File: config.mk
export PLATFORM = sky130hd
export DESIGN_NAME = ksa_add_sequencer_flat
export DESIGN_NICKNAME = d
export VERILOG_FILES = /design/src/rtl/ksa_add_sequencer_if.sv /design/src/rtl/ksa_add_sequencer.sv /design/src/flat_wrapper.sv
export SDC_FILE = /design/constraint.sdc
export NUM_CORES = 1
export LEC_CHECK = 0
export CAP_MARGIN = 0
export CORE_ASPECT_RATIO = 1.5
export CORE_UTILIZATION = 49
export DETAILED_ROUTE_END_ITERATION = 8
export PLACE_DENSITY = 0.79
export SYNTH_ARGS = -nofsm -noshare
export SYNTH_HDL_FRONTEND = slang
export SYNTH_SLANG_ARGS = --single-unit
File: constraint.sdc
create_clock -name clk -period 2.7 [get_ports clk]
set_input_delay 0.405 -clock clk [delete_from_list [all_inputs] [get_ports clk]]
set_output_delay 0.405 -clock clk [all_outputs]
set_load 0.05 [all_outputs]
File: src/rtl/ksa_add_sequencer_if.sv
// ksa_add_sequencer_if : request/result handshake bundle for ksa_add_sequencer
// Rev 1.0
`default_nettype none

interface ksa_add_sequencer_if #(
   parameter int WORDS = 4
) ();
   logic                 in_valid;
   logic                 in_ready;
   logic                 op_sub;
   logic [16*WORDS-1:0]  a;
   logic [16*WORDS-1:0]  b;
   logic                 out_valid;
   logic                 out_ready;
   logic [16*WORDS-1:0]  result;
   logic                 cout;
   logic                 overflow;

   modport master (
      output in_valid, op_sub, a, b, out_ready,
      input  in_ready, out_valid, result, cout, overflow
   );

   modport slave (
      input  in_valid, op_sub, a, b, out_ready,
      output in_ready, out_valid, result, cout, overflow
   );
endinterface

`default_nettype wire

File: src/rtl/ksa_add_sequencer.sv
// ksa_add_sequencer : multi-word add/sub, one 16-bit limb per cycle through an external adder
// Rev 1.0
`default_nettype none

module ksa_add_sequencer #(
   parameter int WORDS = 4
) (
   input  wire logic         clk,
   input  wire logic         rst_n,
   ksa_add_sequencer_if.slave bus,
   output logic [15:0]       add_a,
   output logic [15:0]       add_b,
   output logic              add_cin,
   input  wire logic [15:0]  add_sum,
   input  wire logic         add_cout
);

   localparam int W    = 16 * WORDS;
   localparam int IDXW = $clog2(WORDS);

   typedef enum logic [1:0] {
      IDLE = 2'd0,
      RUN  = 2'd1,
      DONE = 2'd2
   } state_t;

   state_t            r_state;
   state_t            w_next;
   logic [W-1:0]      r_a;
   logic [W-1:0]      r_b;
   logic [W-1:0]      r_result;
   logic [IDXW-1:0]   r_idx;
   logic              r_carry;
   logic              r_cout;
   logic              r_ovf;
   logic              w_last;
   logic [IDXW+3:0]   w_base;

   assign w_last = (r_idx == IDXW'(WORDS - 1));
   assign w_base = {r_idx, 4'b0000};

   always_ff @(posedge clk or negedge rst_n) begin
      if (!rst_n) begin
         r_state <= IDLE;
      end else begin
         r_state <= w_next;
      end
   end

   always_comb begin
      w_next = r_state;
      case (r_state)
         IDLE:    if (bus.in_valid)  w_next = RUN;
         RUN:     if (w_last)        w_next = DONE;
         DONE:    if (bus.out_ready) w_next = IDLE;
         default: w_next = IDLE;
      endcase
   end

   // B is stored pre-inverted for subtract; the +1 enters as the first carry-in
   always_ff @(posedge clk or negedge rst_n) begin
      if (!rst_n) begin
         r_a      <= '0;
         r_b      <= '0;
         r_result <= '0;
         r_idx    <= '0;
         r_carry  <= 1'b0;
         r_cout   <= 1'b0;
         r_ovf    <= 1'b0;
      end else begin
         case (r_state)
            IDLE: begin
               if (bus.in_valid) begin
                  r_a     <= bus.a;
                  r_b     <= bus.b ^ {W{bus.op_sub}};
                  r_idx   <= '0;
                  r_carry <= bus.op_sub;
               end
            end
            RUN: begin
               r_result[w_base +: 16] <= add_sum;
               r_carry                <= add_cout;
               if (w_last) begin
                  r_idx  <= '0;
                  r_cout <= add_cout;
                  r_ovf  <= (r_a[W-1] == r_b[W-1]) && (add_sum[15] != r_a[W-1]);
               end else begin
                  r_idx  <= r_idx + 1'b1;
               end
            end
            default: ;
         endcase
      end
   end

   always_comb begin
      add_a   = 16'd0;
      add_b   = 16'd0;
      add_cin = 1'b0;
      if (r_state == RUN) begin
         add_a   = r_a[w_base +: 16];
         add_b   = r_b[w_base +: 16];
         add_cin = r_carry;
      end
   end

   assign bus.in_ready  = (r_state == IDLE);
   assign bus.out_valid = (r_state == DONE);
   assign bus.result    = r_result;
   assign bus.cout      = r_cout;
   assign bus.overflow  = r_ovf;

endmodule

`default_nettype wire

File: src/flat_wrapper.sv
// flat-port wrapper written by rule: the top's interface ports become plain ports
module ksa_add_sequencer_flat 
#(
   parameter int WORDS = 4
)
  (clk, rst_n, add_a, add_b, add_cin, add_sum, add_cout, bus_in_valid, bus_op_sub, bus_a, bus_b, bus_out_ready, bus_in_ready, bus_out_valid, bus_result, bus_cout, bus_overflow);
  ksa_add_sequencer_if #(.WORDS(WORDS)) bus_i ();
  input  wire logic clk;
  input  wire logic rst_n;
  output logic [15:0] add_a;
  output logic [15:0] add_b;
  output logic add_cin;
  input  wire logic [15:0] add_sum;
  input  wire logic add_cout;
  input wire logic [$bits(bus_i.in_valid)-1:0] bus_in_valid;
  input wire logic [$bits(bus_i.op_sub)-1:0] bus_op_sub;
  input wire logic [$bits(bus_i.a)-1:0] bus_a;
  input wire logic [$bits(bus_i.b)-1:0] bus_b;
  input wire logic [$bits(bus_i.out_ready)-1:0] bus_out_ready;
  output wire logic [$bits(bus_i.in_ready)-1:0] bus_in_ready;
  output wire logic [$bits(bus_i.out_valid)-1:0] bus_out_valid;
  output wire logic [$bits(bus_i.result)-1:0] bus_result;
  output wire logic [$bits(bus_i.cout)-1:0] bus_cout;
  output wire logic [$bits(bus_i.overflow)-1:0] bus_overflow;
  assign bus_i.in_valid = bus_in_valid;
  assign bus_i.op_sub = bus_op_sub;
  assign bus_i.a = bus_a;
  assign bus_i.b = bus_b;
  assign bus_i.out_ready = bus_out_ready;
  assign bus_in_ready = bus_i.in_ready;
  assign bus_out_valid = bus_i.out_valid;
  assign bus_result = bus_i.result;
  assign bus_cout = bus_i.cout;
  assign bus_overflow = bus_i.overflow;
  ksa_add_sequencer #(.WORDS(WORDS)) u_core (.clk(clk), .rst_n(rst_n), .bus(bus_i), .add_a(add_a), .add_b(add_b), .add_cin(add_cin), .add_sum(add_sum), .add_cout(add_cout));
endmodule
==> results.toml, run 1 <==
[global_route]
grt_antenna_before_repair = 2
globalRoute.busiestLayer = "met2"
globalRouteMet2Util_pct = 42.5
grt_usage_pct = 24.8
grt.met3_usage_pct = 5.19
globalRoute.totalOverflow = 0
grt_first_pass_wirelength_um = 36200
grt_start_max_net_pins = 79
grt.met1_usage_pct = 29.6
grt_pass1_vias = 6958

[power_and_ir_drop]
power_density_nw_per_um2 = 1310
max-vdd-ir-drop_mv = 0.757
static-leakage-power_nw = 5.57

[worst_setup_path]
timing.critical_path.arrival_ns = 2.16
worst_ep_required_time_ns = 2.30
crit_fanout = 17
critPathKind = "register to primary output"
critPathCaptureType = "primary output"
setup_crit_start_kind = "register"

[sta]
finalSetupViolations = 0
final_min_period_over_clock_period_pct = 95.0
final-hold-violation-count = 0
tns_ns = 0
max_freq_ghz = 0.390
worst_pin_slew_ns = 0.610
final-max-slew-violation-count = 0
finalCriticalPeriod_ns = 2.57
slew-limit-headroom_pct = 59.3
rsz_0062_raised_after_global_routing = "no"
timing.clock.skew_ns = 0.00971

[yosys]
syn-num-nets = 1033
synth.yosys.seq_area_share_pct = 54.7
ys_ff_latch = 199
synth-warning-count = 0
synth_enable_flop_cells = 0
synthDistinctLibCells = 31
synth_area_per_cell_um2 = 10.4
synthFlopType = "sky130_fd_sc_hd__dfrtp_1"
synthCells = 877
fraction_of_registers_with_async_set_or_reset_after_synthesis_pct = 100
post_synth_instance_area_um2 = 9100

[drt]
drtIter0Drc = 445
wl_final_um = 22700
detailedRoute.firstPassIterationCount = 5
antenna_violating_nets_left = 0
num_vias = 7014
wl_per_cell_um = 16.6
post-route-drc-count = 0
routed_via_density = 5.12

[cts]
tritoncts = "yes"
root_cell_of_the_clock_tree = "sky130_fd_sc_hd__clkbuf_16"
cts.sinks = 199
cts_setup_buffers = 0
clkTransAtPathRegs_ns = 0.07
cts_made_buffers = 17
cts.htree.levels = 4
insertion_delay_ns = 0.43
cts_max_path_buffers = 2

[placement]
globalplace.congestion = 0.825
dp_hpwl_um = 16400
number_of_port_buffers = 250

[floorplanning]
placementRows = 60
chipHeight_um = 169
chipWidth_um = 113
die-area_um2 = 19100
total_core_area_um2 = 18100
initial_utilization_pct = 50.3
top_level_ports = 251

[final_layout]
final_nets = 1261
layout-drive-gt1-share_pct = 11.8
postLayoutCoreUtil_pct = 69.4
area.growth.synth_to_final_pct = 38.0

[hold_path]
min_delay_path_class = "register to register"

[job]
cap_viol_max_count = 0

[run_status]
outcome = "completed"
## sequential cells by signal (all words and copies together) (netlist names)
signal,flops
u_core.bus.cout,1
u_core.bus.overflow,1
u_core.bus.result,64
u_core.r_a,64
u_core.r_b,64
u_core.r_carry,1
u_core.r_idx,2
u_core.r_state,2
## routing by layer
layer  routed length (µm)  share of wire, %
met5                    0                 0
met4                  821               3.6
met3                 1240               5.5
met2                11800                52
met1                 8850                39
## cells in the final DEF (no fill, tap or decap), types with 2 or more instances in the layout
master	count
sky130_fd_sc_hd__clkinvlp_4	3
sky130_fd_sc_hd__o31ai_1	2
sky130_fd_sc_hd__clkbuf_8	2
sky130_fd_sc_hd__o21ai_0	93
sky130_fd_sc_hd__buf_12	25
sky130_fd_sc_hd__nand2_1	324
sky130_fd_sc_hd__mux4_2	32
sky130_fd_sc_hd__clkinv_2	2
sky130_fd_sc_hd__clkinv_4	5
sky130_fd_sc_hd__diode_2	3
sky130_fd_sc_hd__inv_6	2
sky130_fd_sc_hd__clkbuf_16	17
sky130_fd_sc_hd__nand3_1	2
sky130_fd_sc_hd__nand3b_1	3
sky130_fd_sc_hd__a22o_1	32
sky130_fd_sc_hd__ha_1	6
sky130_fd_sc_hd__o21ai_1	5
sky130_fd_sc_hd__clkdlybuf4s50_1	215
sky130_fd_sc_hd__xnor2_1	64
sky130_fd_sc_hd__inv_1	3
sky130_fd_sc_hd__mux2_2	2
sky130_fd_sc_hd__nand2b_1	3
sky130_fd_sc_hd__dfrtp_1	197
sky130_fd_sc_hd__and2_1	33
sky130_fd_sc_hd__buf_4	29
sky130_fd_sc_hd__nor4b_4	2
## what timing repair did
item                                   in CTS  in global routing
hold buffers                                1                  0
setup endpoints to repair                   0                 16
resized for setup                           0                  1
endpoints found under the hold margin      51                  0
## cell families (layout without fill, tap and decap cells)
group / Yosys count / in the layout / synth area share, %
adders and majority gates: 6 / 6 / 0.825
and+or+nand+nor: 375 / 375 / 17.5
DFF: 199 / 199 / 54.7
muxes: 34 / 34 / 8.16
other: 0 / 3 / 0
xor gates and xnor gates: 64 / 64 / 6.16
buffers and inverters: 65 / 306 / 3.82
AOI/OAI and AO/OA: 134 / 134 / 8.78
## power breakdown
part | internal [mW] | switching (mW)
logic | 3.62 | 5.27
clock network | 1.23 | 1.17
registers | 4.34 | 0.808
total | 9.18 | 7.25
## layout make-up
cell class,instances,area [µm²]
Timing Repair Buffer,271,2890
Inverter,3,11.3
Tap cell,248,310
Clock buffer,18,439
Fill cell,1358,5530
Antenna cell,3,7.51
Clock inverter,14,121
Sequential cell,199,4980
Multi-Input combinational cell,613,3790
## worst max-delay path, cell delays in order, from the launching register on
cell	delay (ns)
sky130_fd_sc_hd__dfrtp_4	0.60
sky130_fd_sc_hd__buf_12	0.24
sky130_fd_sc_hd__mux4_2	0.53
sky130_fd_sc_hd__and2_1	0.21
sky130_fd_sc_hd__buf_12	0.15
## cell usage after synthesis, types with 3 or more instances
cell type                  instances  area share [%]
sky130_fd_sc_hd__ha_1              6            0.82
sky130_fd_sc_hd__nand2b_1          3            0.21
sky130_fd_sc_hd__buf_6             8            0.99
sky130_fd_sc_hd__mux4_2           32             7.9
sky130_fd_sc_hd__o21ai_1           5            0.27
sky130_fd_sc_hd__inv_1             3            0.12
sky130_fd_sc_hd__o21ai_0          93             5.1
sky130_fd_sc_hd__nand3b_1          3            0.25
sky130_fd_sc_hd__buf_2            23             1.3
sky130_fd_sc_hd__dfrtp_1         199              55
sky130_fd_sc_hd__nand2_1         324              13
sky130_fd_sc_hd__xnor2_1          64             6.2
sky130_fd_sc_hd__clkbuf_1         26             1.1
sky130_fd_sc_hd__buf_4             4            0.33
sky130_fd_sc_hd__and2_1           33             2.3
sky130_fd_sc_hd__a22o_1           32             3.1
## stage by stage
step	instances	power, mW	hold WS, ns	area [µm²]	setup slack (ns)
CTS	1366	16.5	0.475	12500	0.0222
detailed placement	1333	14.1	0.399	12000	0.446
global placement	1333	13.9	0.394	12000	0.518
floorplan	877	10.9	0.109	9100	0.313
global route	1368	17.4	0.487	12600	0.0546
finish	1369	16.4	0.471	12600	0.135
## final timing paths
path | from | end | slack, ns | depth (start not counted)
min in group asynchronous | rst_n | u_core.bus.result[56] | 0.50 | 2
min | u_core.r_a[35] | u_core.r_a[35] | 0.47 | 2
max | u_core.r_idx[0] | add_a[1] | 0.13 | 4
max reg2reg | u_core.r_idx[0] | u_core.bus.result[12] | 0.42 | 6
max in group asynchronous | rst_n | u_core.bus.result[25] | 1.39 | 3
min reg2reg | u_core.r_a[35] | u_core.r_a[35] | 0.47 | 2
Power figures use the tool's default switching activity.
==> inputs of run 2 (changes only) <==
--- a/config.mk
+++ b/config.mk
@@ -10,6 +10,7 @@
 export CORE_UTILIZATION = 49
 export DETAILED_ROUTE_END_ITERATION = 8
 export PLACE_DENSITY = 0.79
+export SKIP_CTS_REPAIR_TIMING = 1
 export SYNTH_ARGS = -nofsm -noshare
 export SYNTH_HDL_FRONTEND = slang
 export SYNTH_SLANG_ARGS = --single-unit
==> results of run 2 <==
Same layout as run 1: the final DEF is identical, and so are final timing and power.
Main changes from that run: via count of the first global-routing pass 6958 -> 6949; met2 usage 42.5% -> 42.4%; met3 usage 5.19% -> 5.23%
